[src/rtl/cdb_arbiter_pkg.sv]
// Shared types and constants for the common-data-bus arbiter slice.
// Latency: n/a (types and constants only).
// Backpressure: n/a.
// Contents: cdb_packet_s broadcast packet, NUM_FU and the FU index constants.
package cdb_arbiter_pkg;

  localparam int NUM_FU  = 4;
  localparam int FU_ALU  = 0;
  localparam int FU_MULT = 1;
  localparam int FU_DIV  = 2;
  localparam int FU_MEM  = 3;

  localparam int TAG_W  = 6;
  localparam int DATA_W = 32;

  // Result broadcast: reservation-station tag plus the result value.
  typedef struct packed {
    logic [TAG_W-1:0]  tag;
    logic [DATA_W-1:0] data;
  } cdb_packet_s;

endpackage

[src/rtl/cdb_arbiter_if.sv]
// Request/grant/broadcast bundle between the functional units and the CDB arbiter.
// Latency: n/a (wires only); grant_o is combinational, cdb_* are registered in the arbiter.
// Backpressure: none; a requester holds its packet until it sees its grant bit.
// Ports (slave = arbiter side): req_valid_i, req_packet_i in; grant_o, cdb_valid_o,
//   cdb_packet_o, starve_force_o out. The master modport is the functional-unit side.
interface cdb_arbiter_if
  import cdb_arbiter_pkg::*;
#(
  parameter int NUM_REQ = NUM_FU
);

  logic        [NUM_REQ-1:0] req_valid_i;
  cdb_packet_s [NUM_REQ-1:0] req_packet_i;
  logic        [NUM_REQ-1:0] grant_o;
  logic                      cdb_valid_o;
  cdb_packet_s               cdb_packet_o;
  logic                      starve_force_o;

  modport master (
    output req_valid_i, req_packet_i,
    input  grant_o, cdb_valid_o, cdb_packet_o, starve_force_o
  );

  modport slave (
    input  req_valid_i, req_packet_i,
    output grant_o, cdb_valid_o, cdb_packet_o, starve_force_o
  );

endinterface

[src/rtl/cdb_arbiter_rr_pick.sv]
// Rotate-priority one-hot picker: first set request at or after ptr_i, wrapping.
// Latency: combinational.
// Backpressure: none.
// Ports: req_i request vector, ptr_i search start (must be < NUM_REQ), gnt_o one-hot or zero.
module rr_pick #(
  parameter int NUM_REQ = 4,
  parameter int PTR_W   = 2
) (
  input  logic [NUM_REQ-1:0] req_i,
  input  logic [PTR_W-1:0]   ptr_i,
  output logic [NUM_REQ-1:0] gnt_o
);

  int               pos;
  logic [PTR_W-1:0] idx;
  logic             found;

  always_comb begin
    gnt_o = '0;
    found = 1'b0;
    pos   = 0;
    idx   = '0;
    for (int i = 0; i < NUM_REQ; i++) begin
      // Explicit wrap so non-power-of-two NUM_REQ never indexes past the vector.
      pos = int'(ptr_i) + i;
      if (pos >= NUM_REQ) pos = pos - NUM_REQ;
      idx = PTR_W'(pos);
      if (!found && req_i[idx]) begin
        gnt_o[idx] = 1'b1;
        found      = 1'b1;
      end
    end
  end

endmodule

[src/rtl/cdb_arbiter.sv]
// Round-robin arbiter granting one functional unit per cycle onto the common data bus.
// Latency: grant_o combinational in cycle N; broadcast registered, cdb_valid_o in N+1.
// Backpressure: none; the output register accepts a grant every cycle, flush_i kills the grant.
// Ports: clk_i, reset_i (async, active low), flush_i, bus (cdb_arbiter_if.slave).
// Option: define CDB_STARVE_GUARD_EN to add per-requester wait counters that force a grant
//   once a requester has waited STARVE_LIMIT cycles (lowest index wins ties).
module cdb_arbiter
  import cdb_arbiter_pkg::*;
#(
  parameter int NUM_REQ      = NUM_FU,
  parameter int STARVE_LIMIT = 8
) (
  input logic          clk_i,
  input logic          reset_i,
  input logic          flush_i,
  cdb_arbiter_if.slave bus
);

  localparam int PTR_W = (NUM_REQ > 1) ? $clog2(NUM_REQ) : 1;
  localparam int PKT_W = $bits(cdb_packet_s);

  if (STARVE_LIMIT < 1) begin : g_bad_limit
    $error("cdb_arbiter: STARVE_LIMIT must be at least 1");
  end

  logic [PTR_W-1:0]   rr_ptr_q, rr_ptr_d;
  logic               cdb_valid_q, cdb_valid_d;
  cdb_packet_s        cdb_packet_q, cdb_packet_d;
  logic [NUM_REQ-1:0] req_ok;
  logic [NUM_REQ-1:0] rr_gnt;
  logic [NUM_REQ-1:0] gnt;
  logic               starve_force;
  logic [PTR_W-1:0]   gnt_idx;
  logic [PKT_W-1:0]   gnt_pkt;

  // Reset and flush both mask every request, so nothing below can grant.
  assign req_ok = (reset_i && !flush_i) ? bus.req_valid_i : '0;

  rr_pick #(
    .NUM_REQ (NUM_REQ),
    .PTR_W   (PTR_W)
  ) u_rr_pick (
    .req_i (req_ok),
    .ptr_i (rr_ptr_q),
    .gnt_o (rr_gnt)
  );

`ifdef CDB_STARVE_GUARD_EN
  localparam int CNT_W = $clog2(STARVE_LIMIT + 1);

  logic [CNT_W-1:0]   wait_q [NUM_REQ];
  logic [CNT_W-1:0]   wait_d [NUM_REQ];
  logic [NUM_REQ-1:0] starved;
  logic [NUM_REQ-1:0] force_gnt;

  always_comb begin
    starved   = '0;
    force_gnt = '0;
    for (int i = 0; i < NUM_REQ; i++) begin
      starved[i] = req_ok[i] && (wait_q[i] == CNT_W'(STARVE_LIMIT));
    end
    for (int i = 0; i < NUM_REQ; i++) begin
      if (starved[i] && (force_gnt == '0)) force_gnt[i] = 1'b1;
    end
  end

  assign starve_force = |starved;
  assign gnt          = starve_force ? force_gnt : rr_gnt;

  always_comb begin
    for (int i = 0; i < NUM_REQ; i++) begin
      wait_d[i] = wait_q[i];
      if (flush_i || gnt[i]) begin
        wait_d[i] = '0;
      end else if (req_ok[i] && (wait_q[i] != CNT_W'(STARVE_LIMIT))) begin
        wait_d[i] = wait_q[i] + 1'b1;
      end
    end
  end

  always_ff @(posedge clk_i or negedge reset_i) begin
    if (!reset_i) begin
      for (int i = 0; i < NUM_REQ; i++) wait_q[i] <= '0;
    end else begin
      for (int i = 0; i < NUM_REQ; i++) wait_q[i] <= wait_d[i];
    end
  end
`else
  assign starve_force = 1'b0;
  assign gnt          = rr_gnt;
`endif

  // gnt is one-hot or zero, so OR-ing the selected packets is a plain mux.
  always_comb begin
    gnt_idx = '0;
    gnt_pkt = '0;
    for (int i = 0; i < NUM_REQ; i++) begin
      if (gnt[i]) begin
        gnt_idx = PTR_W'(i);
        gnt_pkt = gnt_pkt | bus.req_packet_i[i];
      end
    end
  end

  always_comb begin
    rr_ptr_d     = rr_ptr_q;
    cdb_valid_d  = |gnt;
    cdb_packet_d = cdb_packet_q;
    if (|gnt) begin
      rr_ptr_d     = (gnt_idx == PTR_W'(NUM_REQ - 1)) ? '0 : gnt_idx + 1'b1;
      cdb_packet_d = cdb_packet_s'(gnt_pkt);
    end
  end

  // A broadcast already registered is left alone by flush; only reset discards it.
  always_ff @(posedge clk_i or negedge reset_i) begin
    if (!reset_i) begin
      rr_ptr_q     <= '0;
      cdb_valid_q  <= 1'b0;
      cdb_packet_q <= '0;
    end else begin
      rr_ptr_q     <= rr_ptr_d;
      cdb_valid_q  <= cdb_valid_d;
      cdb_packet_q <= cdb_packet_d;
    end
  end

  assign bus.grant_o        = gnt;
  assign bus.cdb_valid_o    = cdb_valid_q;
  assign bus.cdb_packet_o   = cdb_packet_q;
  assign bus.starve_force_o = starve_force;

`ifndef SYNTHESIS
  a_gnt_onehot0 : assert property (@(posedge clk_i) $onehot0(gnt));
  a_gnt_any     : assert property (@(posedge clk_i) (|req_ok) |-> (|gnt));

  // A waiting requester must keep its request and packet unchanged until granted.
  for (genvar gi = 0; gi < NUM_REQ; gi++) begin : g_hold_chk
    a_hold : assert property (@(posedge clk_i) disable iff (!reset_i)
      (bus.req_valid_i[gi] && !gnt[gi]) |=>
      (bus.req_valid_i[gi] && $stable(bus.req_packet_i[gi])));
  end
`endif

endmodule

[src/flat_wrapper.sv]
// flat-port wrapper written by rule: the top's interface ports become plain ports
module cdb_arbiter_flat import cdb_arbiter_pkg::*;
#(
  parameter int NUM_REQ      = NUM_FU,
  parameter int STARVE_LIMIT = 8
)
  (clk_i, reset_i, flush_i, bus_req_valid_i, bus_req_packet_i, bus_grant_o, bus_cdb_valid_o, bus_cdb_packet_o, bus_starve_force_o);
  cdb_arbiter_if #(.NUM_REQ(NUM_REQ)) bus_i ();
  input logic clk_i;
  input logic reset_i;
  input logic flush_i;
  input wire logic [$bits(bus_i.req_valid_i)-1:0] bus_req_valid_i;
  input wire logic [$bits(bus_i.req_packet_i)-1:0] bus_req_packet_i;
  output wire logic [$bits(bus_i.grant_o)-1:0] bus_grant_o;
  output wire logic [$bits(bus_i.cdb_valid_o)-1:0] bus_cdb_valid_o;
  output wire logic [$bits(bus_i.cdb_packet_o)-1:0] bus_cdb_packet_o;
  output wire logic [$bits(bus_i.starve_force_o)-1:0] bus_starve_force_o;
  assign bus_i.req_valid_i = bus_req_valid_i;
  assign bus_i.req_packet_i = bus_req_packet_i;
  assign bus_grant_o = bus_i.grant_o;
  assign bus_cdb_valid_o = bus_i.cdb_valid_o;
  assign bus_cdb_packet_o = bus_i.cdb_packet_o;
  assign bus_starve_force_o = bus_i.starve_force_o;
  cdb_arbiter #(.NUM_REQ(NUM_REQ), .STARVE_LIMIT(STARVE_LIMIT)) u_core (.clk_i(clk_i), .reset_i(reset_i), .flush_i(flush_i), .bus(bus_i));
endmodule
[config.mk]
export PLATFORM = sky130hd
export DESIGN_NAME = cdb_arbiter_flat
export DESIGN_NICKNAME = d
export VERILOG_FILES = /design/src/rtl/cdb_arbiter_pkg.sv /design/src/rtl/cdb_arbiter_if.sv /design/src/rtl/cdb_arbiter_rr_pick.sv /design/src/rtl/cdb_arbiter.sv /design/src/flat_wrapper.sv
export SDC_FILE = /design/constraint.sdc
export NUM_CORES = 1
export LEC_CHECK = 0
export CAP_MARGIN = 30
export CORE_MARGIN = 2
export CORE_UTILIZATION = 36
export DETAILED_ROUTE_END_ITERATION = 8
export PLACE_DENSITY = 0.86
export SYNTH_ARGS = -nofsm -noshare
export SYNTH_HDL_FRONTEND = slang
export SYNTH_SLANG_ARGS = --single-unit
[constraint.sdc]
create_clock -name clk_i -period 3.4 [get_ports clk_i]
set_input_delay 0.68 -clock clk_i [delete_from_list [all_inputs] [get_ports clk_i]]
set_output_delay 0.68 -clock clk_i [all_outputs]
set_load 0.02 [all_outputs]
==> metrics, run 1 <==
Critical Path AT 3.49 ns; initial drt markers 426; Reg area 1030 um2; share of layout cells above drive strength 1 10.1%; DR pass1 iterations 5; Starting Density 36.7%; Synth top area share 27.4%; row cnt 37; Multi-input gate area 2440 um2; R2R setup slack 0.17 ns; crit end category flop; final worst path period need 3.31 ns; VDD IR max 709 uV; Max-slew headroom 61.5%; commonest cells after routing, fill and taps aside clkdlybuf4s50_1 (194), nand2_1 (120), a31oi_1 (115); H-tree Lvls 2; initial antenna violation count 0; flops & latches, synth 41; Max Fclk 302 MHz; yosys warns 0; diode count 0; number of global-route vias before repair 5240; largest net degree at the start of global routing 116; Syn Nets 670; total power 4.53 mW; most common cell after layout, fill and taps aside clkdlybuf4s50_1; post-route ant nets 0; Syn Std Cell Area 3750 um2; Combinational Power Share 71.8%; R2R cell count 13; Max Clock Skew 0.0138 ns; Hold WC Path Type input pin to asynchronous set/reset pin; area grow syn2layout 66.7%; Slew @ Worst Pin 0.577 ns; total die area 11300 um2; clk root buf clkbuf_8; status finished, final reports clean; sequential power share 19.0%; GPL Wtd Cong 0.865; die height 106 um; number of max-cap violations 0; NetSw 2.17 mW; Synth cell types 34; GRT overflow 0; Die X 106 um; max-slew violations 0; first-pass GRT wire length 24600 um; leakage 2.32 nW; CP Launch Type input pin; CTS buffer count 5; Avg WL per Cell 19.2 um; Port Buffer Count 201; final-layout fill cell count 892; Crit Path Class input pin to flop; Clock power frac 9.2%; fin nets 857; Internal Power 2.36 mW; CTS tree yes; via count 4945; clk_lat worst skew 0.29 ns; Final TNS setup 0 ns; drt drc 0; vias per inst 5.97; WP data required 3.57 ns; r2r endpoint u_core.bus.cdb_packet_o[10]$_DFFE_PN0P_; CP max FO 20; Mapped Avg Cell Area 7.44 um2; final worst path period share 97.5%; Sink Count 41; clk slew on worst S/H paths 0.09 ns; worst-case clock buffer depth 2; largest area contributor in the netlist dfrtp_1; net switching fraction of the power 47.9%; Seq/Total Area, Yosys 27.4%; top post-synthesis cells by area dfrtp_1 (27%), a31oi_1 (20%), nand2_1 (12%); Detail Placement HPWL 10600 um; Total Wirelength 15900 um; final setup fails 0; total track usage 27.2%; dpl cells 819; Mapped Cells 504; Util after Layout 61.1%; I/O Pins 203; core area 10200 um2; fin cells 828; final hold vios 0; P per Cell Area 725 nW/um2; worst r2r src u_core.rr_ptr_q[0]$_DFFE_PN0P_; CTS Hold Bufs 0
-- worst max-delay path by stage --
stage                                         endpoint                           start  cells past startpoint
6_report       u_core.bus.cdb_packet_o[20]$_DFFE_PN0P_              bus_req_valid_i[1]                     11
5_1_grt                                 bus_grant_o[1]              bus_req_valid_i[3]                      8
4_1_cts                                 bus_grant_o[3]              bus_req_valid_i[0]                      7
3_5_place_dp    u_core.bus.cdb_packet_o[6]$_DFFE_PN0P_              bus_req_valid_i[0]                     10
3_3_place_gp                            bus_grant_o[0]              bus_req_valid_i[3]                      7
2_1_floorplan  u_core.bus.cdb_packet_o[13]$_DFFE_PN0P_  u_core.rr_ptr_q[0]$_DFFE_PN0P_                     12
-- layout make-up --
class                   instances  share of cell area, %
inverters                      45                   2.70
repair buffers                240                   37.4
flip-flops and latches         41                   16.4
clock buffers                   7                   1.38
multi-input cells             358                   38.9
well taps                     136                   2.72
clock inverters                 1                  0.480
-- registers in the layout, summed over array words and instances, names as in the netlist --
| register | cells |
|---|---|
| u_core.bus.cdb_valid_o | 1 |
| u_core.bus.cdb_packet_o | 38 |
| u_core.rr_ptr_q | 2 |
-- cell families after synthesis --
group	after synthesis	synth area share, %
compound gates	171	31.8
fa+ha+maj	7	2.33
buf+inv	105	11.7
flops	41	27.4
mux	40	11.4
other cells	1	0.100
simple gates	139	15.2
-- synth_stat cells --
master	n
a221o_1	1
a21oi_1	2
inv_1	44
or4b_1	1
o21bai_1	1
a21boi_1	1
o21ai_1	4
dfrtp_1	41
nand3b_1	2
a32oi_2	2
a2111oi_0	38
clkbuf_1	53
or4_4	1
or3b_2	1
buf_6	3
a32oi_1	2
mux2i_1	38
nor2b_1	2
buf_4	3
buf_8	1
a2111oi_1	1
o211ai_1	1
inv_2	1
nand2b_1	3
o22ai_1	1
nor2_1	6
nand2_1	120
mux4_1	1
mux4_2	1
or3b_1	2
nand3_1	1
conb_1	1
ha_1	7
a31oi_1	117
-- critical path: stages --
cell and delay, ns:
clkdlybuf4s50_1 0.46, mux4_1 0.56, buf_4 0.19, a32oi_1 0.21
buf_4 0.16, a31oi_4 0.09, buf_4 0.17, buf_4 0.20
a2111oi_1 0.50, buf_4 0.19, mux2i_1 0.06
-- timing repair --
item	in CTS	in global routing
setup endpoints to repair	5	21
setup buffers	0	1
resized for setup	14	20
-- power by group through the flow --
stage          sequential [mW]  clock, mW  combinational, mW
6_report                 0.862      0.416               3.26
5_1_grt                  0.885      0.451               3.44
4_1_cts                  0.861      0.431               3.18
3_5_place_dp             0.863          0               3.17
2_1_floorplan             1.12          0               1.54
3_3_place_gp             0.861          0               3.09
-- routing by layer --
layer | up-vias | wire, um | GRT usage (%)
met3 | 44 | 1750 | 6.25
met2 | 356 | 7650 | 47.3
met1 | 2313 | 5990 | 30.5
li1 | 2232 | - | -
met4 | 0 | 541 | 15.2
met5 | - | 0 | 0
-- per-stage QoR --
stage | setup WS, ns | cell area (um2) | hold WS [ns]
2_1_floorplan | 0.0977 | 3750 | 0.384
3_3_place_gp | -0.328 | 6080 | 0.506
3_5_place_dp | -0.408 | 6080 | 0.512
4_1_cts | 0.00312 | 6210 | 0.516
5_1_grt | -0.00960 | 6250 | 0.544
6_report | 0.0855 | 6250 | 0.517
(Power assumes the default switching activity.)
==> inputs of run 2 (changes only) <==
- CTS_CLUSTER_DIAMETER: not set -> 80
==> results of run 2 <==
Final layout, timing and power as in run 1 (identical DEF).
==> inputs of run 3 (changes only) <==
- ABC_CLOCK_PERIOD_IN_PS: not set -> 3400
- SLEW_MARGIN: not set -> 20
==> results of run 3 <==
Final layout, timing and power as in run 1 (identical DEF).
